[config.mk]
export PLATFORM = sky130hd
export DESIGN_NAME = compare_sweep
export DESIGN_NICKNAME = d
export VERILOG_FILES = /design/src/rtl/compare_sweep.sv
export SDC_FILE = /design/constraint.sdc
export NUM_CORES = 1
export LEC_CHECK = 0
export ABC_AREA = 1
export BUFFER_PORTS_ARGS = -buffer_cell sky130_fd_sc_hd__buf_2
export CAP_MARGIN = 20
export CELL_PAD_IN_SITES_DETAIL_PLACEMENT = 1
export CELL_PAD_IN_SITES_GLOBAL_PLACEMENT = 1
export CORE_AREA = 5 5 68 70
export CTS_CLUSTER_DIAMETER = 40
export CTS_CLUSTER_SIZE = 28
export DETAILED_ROUTE_END_ITERATION = 8
export DIE_AREA = 0 0 73 75
export PLACE_DENSITY = 0.81
export SYNTH_ARGS = -nofsm -noshare
export SYNTH_HDL_FRONTEND = slang
export SYNTH_SLANG_ARGS = --single-unit
[constraint.sdc]
create_clock -name clk -period 5 [get_ports clk]
set_input_delay 0.5 -clock clk [delete_from_list [all_inputs] [get_ports clk]]
set_output_delay 0.5 -clock clk [all_outputs]
set_load 0.01 [all_outputs]
[src/rtl/compare_sweep.sv]
// compare_sweep: walks a 9-bit index over every 3x3-bit triple {a,b,c}, waits SETTLE cycles per triple, counts comparator ones; define COMPARE_SWEEP_STREAM_EN to add a valid/ready stream of every sample (ports: clk, rst, start, a, b, c, cmp_out, busy, done, ones_cnt, smp_valid, smp_ready, smp_data)
module compare_sweep #(
  parameter int SETTLE = 4
) (
  input  logic       clk,
  input  logic       rst,
  input  logic       start,
  output logic [2:0] a,
  output logic [2:0] b,
  output logic [2:0] c,
  input  logic       cmp_out,
  output logic       busy,
  output logic       done,
  output logic [9:0] ones_cnt,
  output logic       smp_valid,
  input  logic       smp_ready,
  output logic [9:0] smp_data
);
  typedef enum logic [2:0] {
    IDLE,
    WAIT,
    SAMPLE,
`ifdef COMPARE_SWEEP_STREAM_EN
    EMIT,
`endif
    DONE
  } state_t;
  localparam logic [3:0] RELOAD = 4'(SETTLE - 1);
  state_t     state, state_n;
  logic [8:0] idx, idx_n;
  logic [3:0] cnt, cnt_n;
  logic [9:0] ones_n;
  logic       adv;
  assign a = idx[8:6];
  assign b = idx[5:3];
  assign c = idx[2:0];
  assign busy = state != IDLE;
  assign done = state == DONE;
  always_comb begin
    state_n = state;
    idx_n = idx;
    cnt_n = cnt;
    ones_n = ones_cnt;
    adv = 1'b0;
    case (state)
      IDLE: if (start) begin
        state_n = WAIT;
        idx_n = '0;
        ones_n = '0;
        cnt_n = RELOAD;
      end
      WAIT: if (cnt == 4'd0) state_n = SAMPLE; else cnt_n = cnt - 4'd1;
      SAMPLE: begin
        ones_n = ones_cnt + {9'd0, cmp_out};
`ifdef COMPARE_SWEEP_STREAM_EN
        state_n = EMIT;
`else
        adv = 1'b1;
`endif
      end
`ifdef COMPARE_SWEEP_STREAM_EN
      EMIT: adv = smp_ready;
`endif
      DONE: state_n = IDLE;
      default: state_n = IDLE;
    endcase
    // idx stops at 511 so the last triple stays on a/b/c after the sweep
    if (adv) begin
      if (idx == 9'd511) state_n = DONE;
      else begin
        idx_n = idx + 9'd1;
        cnt_n = RELOAD;
        state_n = WAIT;
      end
    end
  end
  always_ff @(posedge clk) begin
    if (rst) begin
      state <= IDLE;
      idx <= '0;
      cnt <= '0;
      ones_cnt <= '0;
    end else begin
      state <= state_n;
      idx <= idx_n;
      cnt <= cnt_n;
      ones_cnt <= ones_n;
    end
  end
`ifdef COMPARE_SWEEP_STREAM_EN
  assign smp_valid = state == EMIT;
  always_ff @(posedge clk) begin
    if (rst) smp_data <= '0;
    else if (state == SAMPLE) smp_data <= {a, b, c, cmp_out};
  end
`else
  logic unused_ready;
  assign unused_ready = smp_ready;
  assign smp_valid = 1'b0;
  assign smp_data = '0;
`endif
endmodule
Yosys cells after proc, flatten, opt, wreduce, memory -nomap -nowiden:

Index checks and enable logic that the tools add are counted.

* $add $sub $neg: 3
* equality and inequality tests: 8
* mux-type cells: 17
* reductions and logical operators: 6

Operators with widths (count)
* 9-bit two-way mux: 4
* 10-bit case mux with 2 select lines: 1
* 4-bit two-way mux: 4
* 10-bit by 1-bit adder with 10-bit output: 1
* 10-bit two-way mux: 1
* 9-bit by 1-bit adder with 9-bit output, second input constant: 1
* 9-bit == test, second input constant: 1
* 3-bit two-way mux: 3
* 3-bit case mux with 3 select lines: 1
* 4-bit case mux with 2 select lines: 1
* 3-bit by 2-bit == test with 1-bit output, second input constant: 2
* 3-bit inequality test, second input constant: 2
* 4-bit logical NOT: 1
* 2-bit inequality test, second input constant: 2
* 4-bit by 1-bit subtractor with 4-bit output, second input constant: 1
* 3-bit by 1-bit == test with 1-bit output, second input constant: 1
* 3-bit logical NOT: 1
* 3-bit AND reduction: 1
* 3-bit nonzero test: 1
* 2-bit two-way mux: 1
* 2-bit AND reduction: 1
* 2-bit nonzero test: 1
* 1-bit two-way mux: 1

* bits in registers: 26
* input bits: 5
* output and inout port bits: 32
* word-level logic and storage cells: 38

Longest topological paths before layout:

Gate-level depths: netlist (run 1).

* depth after elaboration: 5
* depth in mapped cells: 13

Least setup slack after synthesis (run 1):

Ideal clock, no wire load.

* path kind: register -> register
* start point: reg idx[0]
* end point: reg cnt[1]
* setup time: 109 ps
* data arrival time: 1687 ps
* data required time: 4891 ps
* path slack: 3204 ps
* cell stages (with the launch flop): 14
* path buffers: 0
* period minus slack after synthesis: 1796 ps
* cell sequence: dfxtp_1 -> ha_1 -> nand3_1 -> nor2_1 -> inv_1 -> nor2_1 -> ha_1 -> inv_1 -> nand2_8 -> nand2_4 -> inv_4 -> nand3_2 -> nand2_1 -> inv_1

* longest elaborated chain between the ends: 3

RTL lines
* from (decl): line 30 `logic [8:0] idx, idx_n;`
* from (signal assigned): line 85 `idx <= idx_n;`
* 9-bit == test: line 69 `if (idx == 9'd511) state_n = DONE;`
* 4-bit two-way mux: line 69
* 4-bit two-way mux: line 68 `if (adv) begin`
* to (signal assigned): line 86 `cnt <= cnt_n;`
* to (decl): line 31 `logic [3:0] cnt, cnt_n;`

No other way between the ends.
A chain may end at the register's enable or synchronous reset.

Worst setup path in the final report (run 1):

Same ends and word-level chain as after synthesis.

==> report_table.html, run 1 <==
<table>
<tr><th>Metric</th><th>Value</th></tr>
<tr><th colspan="2">Setup path</th></tr>
<tr><td>Slowest library cell on the worst path</td><td>sky130_fd_sc_hd__dfxtp_1</td></tr>
<tr><td>Cell count of the worst reg-to-reg path</td><td>13</td></tr>
<tr><td>Endpoint of the most critical register-to-register path</td><td>cnt[1]</td></tr>
<tr><td>Critical-path maximum fanout</td><td>5</td></tr>
<tr><td>Arrival time worst endpoint</td><td>about 2.2 ns</td></tr>
<tr><td>Buffers plus inverters on the worst setup path</td><td>4</td></tr>
<tr><td>Crit path largest cell delay</td><td>approximately 0.4 ns</td></tr>
<tr><td>Critical path data required time</td><td>slightly above 5 ns</td></tr>
<tr><td>Crit path top cell by count</td><td>sky130_fd_sc_hd__inv_1</td></tr>
<tr><td>Critical path, cell by cell</td><td>ha_1 -&gt; nand3_1 -&gt; nor2_1 -&gt; inv_1 -&gt; nor2_1 -&gt; ha_1 -&gt; inv_1 -&gt; nand2_8 -&gt; nand2_4 -&gt; inv_4 -&gt; nand3_2 -&gt; nand2_1 -&gt; inv_1</td></tr>
<tr><td>WP depth</td><td>13</td></tr>
<tr><td>Origin of the critical flop-to-flop path</td><td>idx[0]</td></tr>
<tr><td>Worst setup path class</td><td>reg2reg</td></tr>
<tr><td>Slack of the worst reg-to-reg path</td><td>3.01 ns</td></tr>
<tr><td>Startpoint types</td><td>flip-flop</td></tr>
<tr><td>Family with the most delay on the worst path</td><td>simple AND/OR/NAND/NOR gates</td></tr>
<tr><td>Setup crit end kind</td><td>flip-flop</td></tr>
<tr><th colspan="2">Timing</th></tr>
<tr><td>Sum of negative setup slack</td><td>0 ns</td></tr>
<tr><td>Number of hold violations in the final report</td><td>0</td></tr>
<tr><td>Post-layout minimum cycle time</td><td>roughly 2 ns</td></tr>
<tr><td>Share of the clock period used by the worst path after layout</td><td>39.8%</td></tr>
<tr><td>Maximum clock skew at final layout</td><td>between 0.008 and 0.009 ns</td></tr>
<tr><td>RSZ-0062 raised after global routing</td><td>no</td></tr>
<tr><td>Highest attainable clock frequency</td><td>0.503 GHz</td></tr>
<tr><td>Final setup vio count</td><td>0</td></tr>
<tr><td>Final count of pins violating max slew</td><td>0</td></tr>
<tr><th colspan="2">Placement</th></tr>
<tr><td>Final HPWL DP</td><td>2660 um</td></tr>
<tr><td>Placer's final routability congestion estimate</td><td>0.814</td></tr>
<tr><td>Number of cells in the design after placement</td><td>291</td></tr>
<tr><td>Cell area reported after detailed placement</td><td>between 0.0015 and 0.002 sq mm</td></tr>
<tr><td>Number of input and output port buffers inserted</td><td>24</td></tr>
<tr><th colspan="2">Detailed routing</th></tr>
<tr><td>Post-route DRC</td><td>0</td></tr>
<tr><td>Via count normalized by instance count</td><td>4.70</td></tr>
<tr><td>Detailed Routing Iterations Pass 1</td><td>4</td></tr>
<tr><td>Drt first-iter violations</td><td>52</td></tr>
<tr><td>Post-DRT Antenna Nets</td><td>0</td></tr>
<tr><td>Total wire length after detailed routing</td><td>roughly 3500 um</td></tr>
<tr><td>Overall via count from detail_route</td><td>1387</td></tr>
<tr><td>Detailed-route wire length per cell</td><td>approximately 12 um</td></tr>
<tr><th colspan="2">Floorplan</th></tr>
<tr><td>Number of top-level design ports</td><td>37</td></tr>
<tr><td>Initial core utilization</td><td>38.7%</td></tr>
<tr><td>Total Die Area</td><td>0.00548 sq mm</td></tr>
<tr><td>Std-Cell Rows</td><td>23</td></tr>
<tr><td>Die width</td><td>~73 um</td></tr>
<tr><td>Vert. Die Dim</td><td>75 um</td></tr>
<tr><td>Area of the core</td><td>between 0.003 and 0.004 sq mm</td></tr>
<tr><th colspan="2">Logic synthesis</th></tr>
<tr><td>Count of cell types in the netlist</td><td>29</td></tr>
<tr><td>Fraction of registers with async set/reset</td><td>0%</td></tr>
<tr><td>Post-synth EDFFs</td><td>0</td></tr>
<tr><td>Top cells by count, synth</td><td>62 x sky130_fd_sc_hd__nand2_1, 29 x sky130_fd_sc_hd__inv_1, 25 x sky130_fd_sc_hd__dfxtp_1</td></tr>
<tr><td>Number of cells produced by synthesis</td><td>220</td></tr>
<tr><td>Primary FF master, synth</td><td>sky130_fd_sc_hd__dfxtp_1</td></tr>
<tr><td>Cell area after synthesis</td><td>0.00152 sq mm</td></tr>
<tr><td>Number of storage elements in the synthesis netlist</td><td>25</td></tr>
<tr><td>Post-synthesis cell type with the largest combined area</td><td>sky130_fd_sc_hd__dfxtp_1</td></tr>
<tr><td>Yosys warning total</td><td>0</td></tr>
<tr><td>Mean area per synthesized cell</td><td>6.89 sq um</td></tr>
<tr><td>Leading cell type by number of instances after synthesis</td><td>sky130_fd_sc_hd__nand2_1</td></tr>
<tr><td>Share of the yosys chip area belonging to registers</td><td>around 33%</td></tr>
<tr><td>Largest cells by area after synthesis</td><td>sky130_fd_sc_hd__dfxtp_1 33%, sky130_fd_sc_hd__nand2_1 15%, sky130_fd_sc_hd__inv_1 7.2%, sky130_fd_sc_hd__buf_4 5.9%, sky130_fd_sc_hd__nor2_1 4.7%</td></tr>
<tr><td>Post-synth top area share</td><td>between 30% and 40%</td></tr>
<tr><th colspan="2">Global routing</th></tr>
<tr><td>Antenna violations before repair</td><td>0</td></tr>
<tr><td>First-pass GRT wire length</td><td>6170 um</td></tr>
<tr><td>Gr usage total</td><td>14.0%</td></tr>
<tr><td>Largest net degree at the start of global routing</td><td>15</td></tr>
<tr><td>Vias in the first global route</td><td>1383</td></tr>
<tr><td>Final global-route overflow total</td><td>0</td></tr>
<tr><th colspan="2">Pwr</th></tr>
<tr><td>P_leak</td><td>~0.83 nW</td></tr>
<tr><td>Pwr per Cell Area</td><td>roughly 310 mW/mm^2</td></tr>
<tr><td>VDD IR max</td><td>0.103 mV</td></tr>
<tr><th colspan="2">Status</th></tr>
<tr><td>Run status</td><td>completed</td></tr>
<tr><th colspan="2">Hold path</th></tr>
<tr><td>WHS Endpoint</td><td>idx[8]</td></tr>
<tr><td>Worst min-delay path category</td><td>reg2reg</td></tr>
<tr><td>Start point of the worst hold path</td><td>idx[8]</td></tr>
<tr><td>WHS Path Cells</td><td>2</td></tr>
<tr><th colspan="2">Cells and area</th></tr>
<tr><td>Relative area change from synthesis to final layout</td><td>11.3%</td></tr>
<tr><td>Diode insertion count for antenna repair</td><td>0</td></tr>
<tr><td>Post-layout utilization of the core</td><td>43.1%</td></tr>
<tr><td>Final std cell area, no fill</td><td>0.00169 sq mm</td></tr>
<tr><td>Final cell count without fillers</td><td>approximately 300</td></tr>
<tr><td>Fraction of final layout cells sized beyond drive strength 1</td><td>19.2%</td></tr>
<tr><td>Nets</td><td>between 200 and 300</td></tr>
<tr><th colspan="2">Clock network</th></tr>
<tr><td>TritonCTS clock tree</td><td>done</td></tr>
<tr><td>Maximum clock path buffer count</td><td>2</td></tr>
<tr><td>Number of cells upsized or downsized after cts</td><td>0</td></tr>
<tr><td>Clk_lat worst skew</td><td>0.27 ns</td></tr>
<tr><td>Number of levels the H-tree was split into</td><td>1</td></tr>
<tr><td>Number of hold buffers added after cts</td><td>0</td></tr>
<tr><td>Clock tree sinks</td><td>25</td></tr>
<tr><td>Total setup buffers inserted after CTS</td><td>0</td></tr>
<tr><td>Clock slew at reported path FFs</td><td>roughly 0.09 ns</td></tr>
<tr><td>Root Buffer</td><td>sky130_fd_sc_hd__clkbuf_8</td></tr>
<tr><td>Number of buffers created by CTS</td><td>3</td></tr>
<tr><th colspan="2">Flow run</th></tr>
<tr><td>Number of violations of the max-capacitance limit</td><td>0</td></tr>
</table>
-- cells by family (layout without fill, tap and decap cells) --
logic type	after synthesis	in the layout	synth area share [%]
buffers and inverters	47	62	15.4
other	1	11	0.247
DFF	25	25	33.0
xor gates and xnor gates	1	1	0.578
AOI/OAI and AO/OA	28	28	9.99
and+or+nand+nor	113	113	36.7
adders and majority gates	5	5	4.13
-- stage by stage --
stage / setup WS (ns) / hold slack (ns) / total power (W)
6_report: 3.01 / 0.484 / 0.000527
2_1_floorplan: 3.20 / 0.470 / 0.000374
3_5_place_dp: 3.00 / 0.480 / 0.000409
5_1_grt: 2.80 / 0.528 / 0.000563
3_3_place_gp: 3.04 / 0.470 / 0.000405
4_1_cts: 2.98 / 0.494 / 0.000535
-- cell usage in the layout, fill, tap and decap left out, drive strengths merged --
cell and n:
buf 24, nor3 3, clkbuf 3, ha 5, nand4 4, clkinv 1
or2 1, xor2 1, o21ai 11, nand2 65, conb 11, o21bai 1
nand3 16, dfxtp 25, a21oi 15, nor2 24, inv 34, o22ai 1
-- worst max-delay path by stage --
stage / startpoint / to / slack [ns]
after CTS: idx[0] / cnt[1] / 2.98
after floorplan: idx[0] / cnt[1] / 3.20
after global routing: idx[0] / cnt[1] / 2.80
after global placement: idx[0] / cnt[1] / 3.04
final: idx[0] / cnt[1] / 3.01
after detailed placement: idx[0] / cnt[1] / 3.00
-- state kept, by name, indices dropped and copies added (netlist names) --
name / cells
cnt: 4
idx: 9
ones_cnt: 10
state: 2
-- worst register-to-register path: cells and delay by family, from the launching register on --
kind                     cells  cell delay (ns)
adder cells (fa/ha/maj)      2             0.45
flip-flops                   1             0.40
AND/OR/NAND/NOR              7             0.73
buffers and inverters        4             0.32
-- report_power, final --
group	internal (W)	total (W)	leakage, nW	switching [W]
Sequential	0.000214	0.000229	0.203	0.0000150
Combinational	0.0000544	0.000174	0.602	0.000120
Clock	0.0000558	0.000124	0.0255	0.0000678
Total	0.000324	0.000527	0.830	0.000202
-- area by class of cell --
class | instances | area (sq um)
sequential | 25 | 500
multi-input combinational | 158 | 820
tap | 50 | 62.6
timing repair buffer | 24 | 120
fill | 543 | 2230
inverter | 34 | 138
clock inverter | 1 | 5.00
clock buffer | 3 | 41.3
-- routing by layer --
layer / vias to the layer above / track usage, % / share of wire (%) / wire length [um]
met3: 5 / 2.14 / 3.5 / 122
li1: 716 / - / - / -
met1: 643 / 18.3 / 46 / 1630
met2: 23 / 24.4 / 50 / 1750
met5: - / 0 / 0 / 0
met4: 0 / 2.87 / 0.65 / 23
Power figures use the tool's default switching activity.
==> run 2, diff against run 1 <==
Settings changed: CORE_AREA 5 5 68 70 to 5 5 74 76, DIE_AREA 0 0 73 75 to 0 0 79 81, PLACE_DENSITY 0.81 to 0.72.
Clock period 5 ns to 1.8 ns, I/O delays scaled along.
==> report_table.html, run 2 (same netlist as run 1, synthesis figures left out) <==
<table>
<tr><th>Metric</th><th>Value</th></tr>
<tr><th colspan="2">Status</th></tr>
<tr><td>Run status</td><td>completed</td></tr>
<tr><th colspan="2">Floorplan</th></tr>
<tr><td>Area of the core</td><td>roughly 0.0047 sq mm</td></tr>
<tr><td>Vert. Die Dim</td><td>roughly 81 um</td></tr>
<tr><td>Die width</td><td>79 um</td></tr>
<tr><td>Std-Cell Rows</td><td>25</td></tr>
<tr><td>Total Die Area</td><td>0.00640 sq mm</td></tr>
<tr><td>Initial core utilization</td><td>between 30% and 40%</td></tr>
<tr><td>Number of top-level design ports</td><td>37</td></tr>
<tr><th colspan="2">Pwr</th></tr>
<tr><td>Pwr per Cell Area</td><td>836 mW/mm^2</td></tr>
<tr><td>P_leak</td><td>0.863 nW</td></tr>
<tr><td>VDD IR max</td><td>0.334 mV</td></tr>
<tr><th colspan="2">Clock network</th></tr>
<tr><td>Number of hold buffers added after cts</td><td>0</td></tr>
<tr><td>Clock slew at reported path FFs</td><td>0.09 ns</td></tr>
<tr><td>Maximum clock path buffer count</td><td>2</td></tr>
<tr><td>Number of buffers created by CTS</td><td>3</td></tr>
<tr><td>Root Buffer</td><td>sky130_fd_sc_hd__clkbuf_8</td></tr>
<tr><td>Clk_lat worst skew</td><td>between 0.2 and 0.3 ns</td></tr>
<tr><td>Number of levels the H-tree was split into</td><td>1</td></tr>
<tr><td>TritonCTS clock tree</td><td>done</td></tr>
<tr><td>Clock tree sinks</td><td>25</td></tr>
<tr><th colspan="2">Cells and area</th></tr>
<tr><td>Commonest non-fill, non-tap cell in the layout</td><td>sky130_fd_sc_hd__nand2_1</td></tr>
<tr><td>Flip-flop count of the largest register, all copies and words added</td><td>10</td></tr>
<tr><td>Number of fillers in the final layout</td><td>just over 600</td></tr>
<tr><td>Most frequent cells in the layout</td><td>62 x sky130_fd_sc_hd__nand2_1, 29 x sky130_fd_sc_hd__inv_1, 24 x sky130_fd_sc_hd__buf_2, 23 x sky130_fd_sc_hd__dfxtp_1, 17 x sky130_fd_sc_hd__nor2_1</td></tr>
<tr><td>Diode insertion count for antenna repair</td><td>0</td></tr>
<tr><td>Final std cell area, no fill</td><td>between 0.0015 and 0.002 sq mm</td></tr>
<tr><td>Relative area change from synthesis to final layout</td><td>17.3%</td></tr>
<tr><td>Register with the most flip-flops</td><td>ones_cnt</td></tr>
<tr><td>Nets</td><td>~260</td></tr>
<tr><td>Final cell count without fillers</td><td>between 300 and 400</td></tr>
<tr><td>Biggest regs</td><td>ones_cnt (10), idx (9), cnt (4)</td></tr>
<tr><td>Fraction of final layout cells sized beyond drive strength 1</td><td>between 20% and 30%</td></tr>
<tr><th colspan="2">Global routing</th></tr>
<tr><td>Largest net degree at the start of global routing</td><td>14</td></tr>
<tr><td>Final global-route overflow total</td><td>0</td></tr>
<tr><td>Antenna violations before repair</td><td>0</td></tr>
<tr><td>Vias in the first global route</td><td>1401</td></tr>
<tr><td>First-pass GRT wire length</td><td>6310 um</td></tr>
<tr><td>Gr usage total</td><td>12.3%</td></tr>
<tr><th colspan="2">Detailed routing</th></tr>
<tr><td>Post-route DRC</td><td>0</td></tr>
<tr><td>Via count normalized by instance count</td><td>around 4.6</td></tr>
<tr><td>Overall via count from detail_route</td><td>1400</td></tr>
<tr><td>Detailed-route wire length per cell</td><td>about 12 um</td></tr>
<tr><td>Detailed Routing Iterations Pass 1</td><td>3</td></tr>
<tr><td>Total wire length after detailed routing</td><td>3570 um</td></tr>
<tr><td>Post-DRT Antenna Nets</td><td>0</td></tr>
<tr><td>Drt first-iter violations</td><td>38</td></tr>
<tr><th colspan="2">Timing</th></tr>
<tr><td>Share of the clock period used by the worst path after layout</td><td>90.6%</td></tr>
<tr><td>Maximum clock skew at final layout</td><td>0.00528 ns</td></tr>
<tr><td>Final setup vio count</td><td>0</td></tr>
<tr><td>Worst Hold Slack</td><td>0.245 ns</td></tr>
<tr><td>Post-layout minimum cycle time</td><td>1.63 ns</td></tr>
<tr><td>Highest attainable clock frequency</td><td>just over 0.6 GHz</td></tr>
<tr><td>Final count of pins violating max slew</td><td>0</td></tr>
<tr><td>Number of hold violations in the final report</td><td>0</td></tr>
<tr><th colspan="2">Hold path</th></tr>
<tr><td>Worst min-delay path category</td><td>in2reg</td></tr>
<tr><td>WHS Path Cells</td><td>2</td></tr>
<tr><td>Start point of the worst hold path</td><td>rst</td></tr>
<tr><td>WHS Endpoint</td><td>idx[1]</td></tr>
<tr><th colspan="2">Setup path</th></tr>
<tr><td>Critical path data required time</td><td>1.98 ns</td></tr>
<tr><td>Setup crit end kind</td><td>flip-flop</td></tr>
<tr><td>Cell count of the worst reg-to-reg path</td><td>13</td></tr>
<tr><td>Startpoint types</td><td>flip-flop</td></tr>
<tr><td>Slack of the worst reg-to-reg path</td><td>0.17 ns</td></tr>
<tr><td>Origin of the critical flop-to-flop path</td><td>idx[0]</td></tr>
<tr><td>Critical-path maximum fanout</td><td>5</td></tr>
<tr><td>Arrival time worst endpoint</td><td>1.81 ns</td></tr>
<tr><td>Endpoint of the most critical register-to-register path</td><td>cnt[1]</td></tr>
<tr><td>Worst setup path class</td><td>reg2reg</td></tr>
<tr><th colspan="2">Placement</th></tr>
<tr><td>Placer's final routability congestion estimate</td><td>approximately 0.77</td></tr>
<tr><td>Cell area reported after detailed placement</td><td>0.00170 sq mm</td></tr>
<tr><td>Number of input and output port buffers inserted</td><td>24</td></tr>
<tr><td>Number of cells in the design after placement</td><td>302</td></tr>
<tr><td>Final HPWL DP</td><td>roughly 2800 um</td></tr>
<tr><th colspan="2">Flow run</th></tr>
<tr><td>Number of violations of the max-capacitance limit</td><td>0</td></tr>
</table>
==> run 2: cell count changes in the layout (fill, tap and decap cells not counted), sizes merged <==
cell    previous run  this run
clkinv             1         0
buf               24        32
clkbuf             3         4
==> run 2: how the worst max path moves through the flow <==
stage | from | to | slack [ns] | cells past startpoint
2_1_floorplan | idx[0] | cnt[1] | 0.004 | 13
4_1_cts | idx[0] | cnt[0] | 0.06 | 13
3_3_place_gp | idx[0] | cnt[0] | 0.1 | 13
3_5_place_dp | idx[0] | cnt[0] | 0.07 | 13
6_report | idx[0] | cnt[1] | 0.17 | 13
5_1_grt | idx[0] | idx[1] | -0.001 | 12
==> run 2: worst max-delay path, cell delays in order, from the launching register on <==
cell and delay (ns):
sky130_fd_sc_hd__dfxtp_2 0.37, sky130_fd_sc_hd__ha_4 0.16, sky130_fd_sc_hd__nand3_2 0.09, sky130_fd_sc_hd__nor2_2 0.13, sky130_fd_sc_hd__inv_1 0.07, sky130_fd_sc_hd__nor2_2 0.08, sky130_fd_sc_hd__ha_2 0.17, sky130_fd_sc_hd__inv_1 0.09
sky130_fd_sc_hd__nand2_8 0.10, sky130_fd_sc_hd__nand2_4 0.06, sky130_fd_sc_hd__inv_4 0.07, sky130_fd_sc_hd__nand3_2 0.06, sky130_fd_sc_hd__nand2_1 0.06, sky130_fd_sc_hd__inv_1 0.03
==> run 2: repair_timing <==
item	in CTS	in global routing
endpoints found under the setup margin	0	14
setup buffers	0	1
gates resized for setup	0	8
==> run 2: layout make-up <==
class / instances / area [sq um] / share of cell area [%]
well taps: 54 / 67.6 / 3.80
inverters: 34 / 138 / 7.74
clock buffers: 4 / 45.0 / 2.53
flip-flops and latches: 25 / 503 / 28.3
multi-input cells: 158 / 845 / 47.5
repair buffers: 32 / 180 / 10.1
==> run 2: per-layer routing <==
layer	global-route usage [%]	up-vias	part of all wire, %
met2	21.9	21	48
li1	-	740	-
met4	2.58	0	0.42
met5	0	-	0
met3	3.10	2	4.5
met1	14.9	637	47
==> run 2: metrics by stage <==
| stage | power (W) | util (%) | setup TNS, ns | setup slack, ns |
|---|---|---|---|---|
| detailed placement | 0.00115 | 36.4 | 0 | 0.0742 |
| CTS | 0.00150 | 37.4 | 0 | 0.0570 |
| finish | 0.00149 | 38.1 | 0 | 0.170 |
| global placement | 0.00113 | 36.4 | 0 | 0.0961 |
| floorplan | 0.00104 | - | 0 | 0.00411 |
| global route | 0.00161 | 38.1 | -0.00182 | -0.00135 |
==> run 2: where the power goes <==
group	total [W]	internal [W]	switching, W	leakage [nW]
Clock	0.000344	0.000159	0.000185	0.0228
Combinational	0.000508	0.000170	0.000338	0.637
Sequential	0.000635	0.000596	0.0000392	0.203
